$ cat config.mk
export PLATFORM = sky130hd
export DESIGN_NAME = ps2_code_history_display
export DESIGN_NICKNAME = d
export VERILOG_FILES = /design/src/rtl/ps2_disp_pkg.sv /design/src/rtl/seg7_hex_decoder.sv /design/src/rtl/ps2_code_history_display.sv
export SDC_FILE = /design/constraint.sdc
export NUM_CORES = 1
export LEC_CHECK = 0
export BUFFER_PORTS_ARGS = -buffer_cell sky130_fd_sc_hd__buf_4
export CAP_MARGIN = 25
export CORE_ASPECT_RATIO = 1.5
export CORE_MARGIN = 5
export CORE_UTILIZATION = 50
export CTS_BUF_LIST = sky130_fd_sc_hd__clkbuf_8
export DETAILED_ROUTE_END_ITERATION = 7
export GPL_ROUTABILITY_DRIVEN = 0
export GPL_TIMING_DRIVEN = 1
export PLACE_DENSITY_LB_ADDON = 0.05
export SKIP_CTS_REPAIR_TIMING = 1
export SYNTH_ARGS = -nofsm -noshare
export SYNTH_HDL_FRONTEND = slang
export SYNTH_SLANG_ARGS = --single-unit
$ cat constraint.sdc
create_clock -name CLK -period 1.84 [get_ports CLK]
set_input_delay 0.276 -clock CLK [delete_from_list [all_inputs] [get_ports CLK]]
set_output_delay 0.276 -clock CLK [all_outputs]
set_load 0.01 [all_outputs]
$ cat src/rtl/ps2_disp_pkg.sv
// Shared types and constants for the PS/2 scan-code display path.
package ps2_disp_pkg;

    // bit4 set = blank digit, bits 3:0 = hex value
    typedef logic [4:0] digit_t;

    localparam digit_t     DIGIT_BLANK = 5'b10000;
    localparam logic [7:0] PS2_BREAK   = 8'hF0;
    localparam logic [7:0] PS2_EXT     = 8'hE0;

endpackage

$ cat src/rtl/seg7_hex_decoder.sv
// Combinational hex-digit to 7-segment decoder, active-low gfedcba; blank code lights nothing.
module seg7_hex_decoder
    import ps2_disp_pkg::*;
(
    input  digit_t     code,
    output logic [6:0] seg
);

    always_comb begin
        seg = 7'h7F;
        if (!code[4]) begin
            case (code[3:0])
                4'h0: seg = 7'h40;
                4'h1: seg = 7'h79;
                4'h2: seg = 7'h24;
                4'h3: seg = 7'h30;
                4'h4: seg = 7'h19;
                4'h5: seg = 7'h12;
                4'h6: seg = 7'h02;
                4'h7: seg = 7'h78;
                4'h8: seg = 7'h00;
                4'h9: seg = 7'h10;
                4'hA: seg = 7'h08;
                4'hB: seg = 7'h03;
                4'hC: seg = 7'h46;
                4'hD: seg = 7'h21;
                4'hE: seg = 7'h06;
                4'hF: seg = 7'h0E;
                default: seg = 7'h7F;
            endcase
        end
    end

endmodule

$ cat src/rtl/ps2_code_history_display.sv
// Keeps a shifting hex history of accepted PS/2 scan-code bytes and scans it
// onto a multiplexed common-anode 7-segment display.
module ps2_code_history_display
    import ps2_disp_pkg::*;
#(
    parameter int NUM_DIGITS   = 4,
    parameter int REFRESH_DIV  = 50000,
    parameter int FILTER_BREAK = 1
) (
    input  logic                  CLK,
    input  logic                  RST,
    input  logic [7:0]            CODE_IN,
    input  logic                  CODE_VALID,
    input  logic                  CLEAR,
    output logic [6:0]            SEG,
    output logic [NUM_DIGITS-1:0] DISP,
    output logic [7:0]            LAST_CODE,
    output logic [7:0]            CODE_CNT
);

    // A one-state counter still needs one bit to exist.
    localparam int CNT_W = (REFRESH_DIV > 1) ? $clog2(REFRESH_DIV) : 1;
    localparam int IDX_W = $clog2(NUM_DIGITS);
    localparam logic [CNT_W-1:0] CNT_LAST = CNT_W'(REFRESH_DIV - 1);
    localparam logic [IDX_W-1:0] IDX_LAST = IDX_W'(NUM_DIGITS - 1);

    digit_t             digits [NUM_DIGITS];
    logic               break_pending;
    logic               break_next;
    logic               accept;
    logic [CNT_W-1:0]   refresh_cnt;
    logic [IDX_W-1:0]   idx;
    digit_t             cur_digit;
    logic [6:0]         cur_seg;

    always_comb begin
        accept     = 1'b0;
        break_next = break_pending;
        if (CODE_VALID) begin
            if (FILTER_BREAK == 0) begin
                accept = 1'b1;
            end else if (break_pending) begin
                break_next = 1'b0;
            end else if (CODE_IN == PS2_BREAK) begin
                break_next = 1'b1;
            end else if (CODE_IN != PS2_EXT) begin
                accept = 1'b1;
            end
        end
    end

    // Each accepted byte pushes two nibbles in at digit 0/1; the oldest byte drops off the top.
    always_ff @(posedge CLK) begin
        if (RST) begin
            for (int k = 0; k < NUM_DIGITS; k++) digits[k] <= DIGIT_BLANK;
            break_pending <= 1'b0;
            LAST_CODE     <= 8'h00;
            CODE_CNT      <= 8'h00;
        end else if (CLEAR) begin
            for (int k = 0; k < NUM_DIGITS; k++) digits[k] <= DIGIT_BLANK;
            break_pending <= 1'b0;
        end else begin
            break_pending <= break_next;
            if (accept) begin
                for (int k = NUM_DIGITS - 1; k >= 2; k--) digits[k] <= digits[k-2];
                digits[1] <= {1'b0, CODE_IN[7:4]};
                digits[0] <= {1'b0, CODE_IN[3:0]};
                LAST_CODE <= CODE_IN;
                CODE_CNT  <= CODE_CNT + 8'd1;
            end
        end
    end

    always_ff @(posedge CLK) begin
        if (RST) begin
            refresh_cnt <= '0;
            idx         <= '0;
        end else if (refresh_cnt == CNT_LAST) begin
            refresh_cnt <= '0;
            idx         <= (idx == IDX_LAST) ? '0 : idx + 1'b1;
        end else begin
            refresh_cnt <= refresh_cnt + 1'b1;
        end
    end

    assign cur_digit = digits[idx];

    seg7_hex_decoder u_dec (
        .code (cur_digit),
        .seg  (cur_seg)
    );

    // Output stage: one cycle behind the scan index and history.
    always_ff @(posedge CLK) begin
        if (RST) begin
            DISP <= ~NUM_DIGITS'(1);
            SEG  <= 7'h7F;
        end else begin
            DISP <= ~(NUM_DIGITS'(1) << idx);
            SEG  <= cur_seg;
        end
    end

endmodule

==> impl_metrics.py <==
metrics = {
    "outcome": {
        "status": "completed",
    },
    "placement": {
        "io_buffers": 38,
        "placed_cell_area_sq_mm": 0.00340,
        "dp_hpwl_um": 4290,
        "place_inst": 405,
    },
    "synthesis": {
        "yosys-top-cells-area": "dfxtp_1 (36%), edfxtp_1 (15%), ha_1 (5.1%)",
        "synth.avg_cell_area_sq_um": 10.2,
        "synth_seq_cells": 68,
        "syn-cell-area_sq_mm": 0.00294,
        "yosys_warnings": 0,
        "ys.flop_type": "dfxtp_1",
        "synth_common_cells": "dfxtp_1 (53), nand2_1 (31), a21oi_1 (25)",
        "synth_top_area_share_pct": 36.0,
        "yosysTopAreaCell": "dfxtp_1",
        "syn-num-nets": 313,
        "async_flop_share_pct": 0,
        "seq_area_frac_synth_pct": 51.3,
        "synthCells": 289,
        "synth_most_common_cell": "dfxtp_1",
        "synth_cell_types": 40,
        "synth-edff-count": 15,
    },
    "detailed_routing": {
        "drc": 0,
        "drt_iter0_markers": 104,
        "num_vias": 2236,
        "routed_wl_um": 6020,
        "ant_nets": 0,
        "wl_per_cell_um": 14.1,
        "post_drt_via_cell_ratio": 5.22,
        "firstDrtPassIters": 4,
    },
    "cts": {
        "tritoncts": "yes",
        "clock_sinks": 68,
        "numCtsBuffers": 9,
        "htree_levels": 3,
        "clock_path_buffers": 2,
        "clk_latency_ps": 330,
        "cts.clk_slew.worst_paths_ps": 70,
        "cts_root_buf": "clkbuf_8",
    },
    "timing": {
        "whs_ps": 209,
        "finalSetupViolations": 0,
        "worst_slew_pin_slew_ps": 436,
        "slew_headroom_pct": 70.9,
        "finClkSkew_ps": 4.84,
        "finalHoldViolCount": 0,
        "clock.fmax_mhz": 568,
        "rsz0062_at_grt": "yes",
        "tns_ps": 0,
        "period_share_pct": 95.7,
        "drv_slew": 0,
        "timing.final.crit_period_ps": 1760,
    },
    "global_routing": {
        "grt_busiest_layer": "met2",
        "grt_pass1_wl_um": 10100,
        "use_met2_pct": 28.0,
        "met3_usage_pct": 4.55,
        "grt_pass1_vias": 2186,
        "grt_use_met1_pct": 20.0,
        "antenna_found_initial": 0,
        "grt_usage_pct": 17.0,
        "grt_start_max_net_pins": 24,
        "grt_overflow": 0,
    },
    "worst_setup_path": {
        "start_kind": "flip-flop",
        "slowest_stage": "mux4_2",
        "critPathTopFamily": "multiplexers",
        "critPathLaunch": "digits[0][1]$_SDFFCE_PN0P_",
        "rr_startpoint": "digits[0][1]$_SDFFCE_PN0P_",
        "critPathBufInv": 0,
        "end_kind": "flip-flop",
        "max_stage_delay_ps": 550,
        "crit_chain": "mux4_2, ha_2, mux2_2, mux2i_1, nand2_1",
        "worstPathRequired_ps": 2050,
        "worstPathMaxFanout": 5,
        "arrival_ps": 1970,
        "critical_path_class": "reg2reg",
    },
    "die": {
        "dieWidth_um": 72.7,
        "dieArea_sq_mm": 0.00755,
        "core-area_sq_mm": 0.00579,
        "row_count": 34,
        "start_util_pct": 50.9,
        "io_pins": 39,
        "dieHeight_um": 104,
    },
    "finish": {
        "regArea_sq_mm": 0.00151,
        "insertedDiodeCount": 0,
        "multiInputGateArea_sq_mm": 0.00133,
        "instances_no_fill": 428,
        "final_nets": 375,
        "postLayoutCellArea_sq_mm": 0.00367,
        "drive_above_1_share_pct": 26.7,
        "syn_to_final_growth_pct": 24.7,
        "n_fill_cell": 524,
    },
    "min_path": {
        "hold_path.class": "in2reg",
        "worstHoldStart": "CODE_IN[3]",
    },
    "pwr": {
        "ir_worst_vdd_mv": 0.412,
        "leakage_nw": 1.40,
        "p_per_area_mw_per_mm2": 859,
    },
    "flow_run": {
        "drv_cap": 0,
    },
}
## report_power, final
| group | total [mW] | switching [mW] | internal (mW) |
|---|---|---|---|
| logic | 0.273 | 0.140 | 0.133 |
| registers | 1.60 | 0.0253 | 1.57 |
| clock network | 1.29 | 0.540 | 0.746 |
| total | 3.15 | 0.705 | 2.45 |
## sequential cells by signal, summed over array words and instances (netlist names), named ones only
signal         count
digits            20
refresh_cnt       16
CODE_CNT           8
LAST_CODE          8
SEG                7
DISP               4
idx                2
break_pending      1
## path summary, 6_finish.rpt
kind | to | cells after the start | slack, ps
max | SEG[3]$_SDFF_PP1_ | 5 | 80
min | LAST_CODE[3]$_SDFFE_PP0N_ | 3 | 210
max reg2reg | SEG[3]$_SDFF_PP1_ | 5 | 80
min reg2reg | LAST_CODE[5]$_SDFFE_PP0N_ | 2 | 460
## cell usage in the layout, fill, tap and decap left out, types with 2 or more instances in the layout
| master | n |
|---|---|
| buf_4 | 62 |
| dfxtp_1 | 51 |
| nand2_1 | 31 |
| a21oi_1 | 25 |
| nor2_1 | 23 |
| edfxtp_1 | 15 |
| inv_1 | 12 |
| and2_1 | 12 |
| xnor2_1 | 12 |
| nand2b_1 | 11 |
| ha_1 | 9 |
| clkbuf_8 | 9 |
| nand3_1 | 8 |
| mux4_2 | 5 |
| nor3_1 | 5 |
| nand4_1 | 5 |
| mux2i_1 | 4 |
| o221ai_1 | 4 |
| or3_1 | 4 |
| o31ai_1 | 4 |
| or4_1 | 4 |
| o21ai_0 | 4 |
| ha_2 | 3 |
| clkinv_2 | 3 |
| a211oi_2 | 2 |
| nor4bb_1 | 2 |
| and3_1 | 2 |
| xor2_1 | 2 |
| nor2b_1 | 2 |
| o211ai_1 | 2 |
| nor4_1 | 2 |
| dfxtp_2 | 2 |
| bufinv_16 | 2 |
## layer usage
metal | wire (um) | up-vias | part of all wire (%)
li1 | - | 1133 | -
met1 | 2470 | 1044 | 41
met2 | 3150 | 50 | 52
met3 | 288 | 9 | 4.8
met4 | 102 | 0 | 1.7
met5 | 0 | - | 0
## kinds of logic after synthesis
family	after synthesis	synth area share, %
AOI/OAI and AO/OA	44	9.35
xor gates and xnor gates	14	4.16
adders and majority gates	12	5.10
buffers and inverters	24	3.78
DFF	68	51.3
muxes	10	5.57
and+or+nand+nor	117	20.7
## layout make-up
cell class              instances  area share [%]
flip-flops and latches         68            41.2
well taps                      72            2.45
repair buffers                 63            13.2
clock buffers                   9            3.37
inverters                      12            1.23
clock inverters                 7            2.25
multi-input cells             197            36.2
## through the flow
stage,setup slack (ps),util (%),total power [mW]
3_3_place_gp,39.0,58.8,1.88
3_5_place_dp,16.4,58.8,1.89
2_1_floorplan,79.9,-,1.77
5_1_grt,-13.1,63.5,3.30
4_1_cts,29.6,62.3,3.18
6_report,79.6,63.5,3.15
## worst register-to-register path, delay by kind of cell, from the launching register on
| family | cells | cell delay (ps) |
|---|---|---|
| flip-flops | 1 | 390 |
| adder cells (fa/ha/maj) | 1 | 230 |
| AND/OR/NAND/NOR | 1 | 60 |
| multiplexers | 3 | 960 |
(Power assumes the default switching activity.)
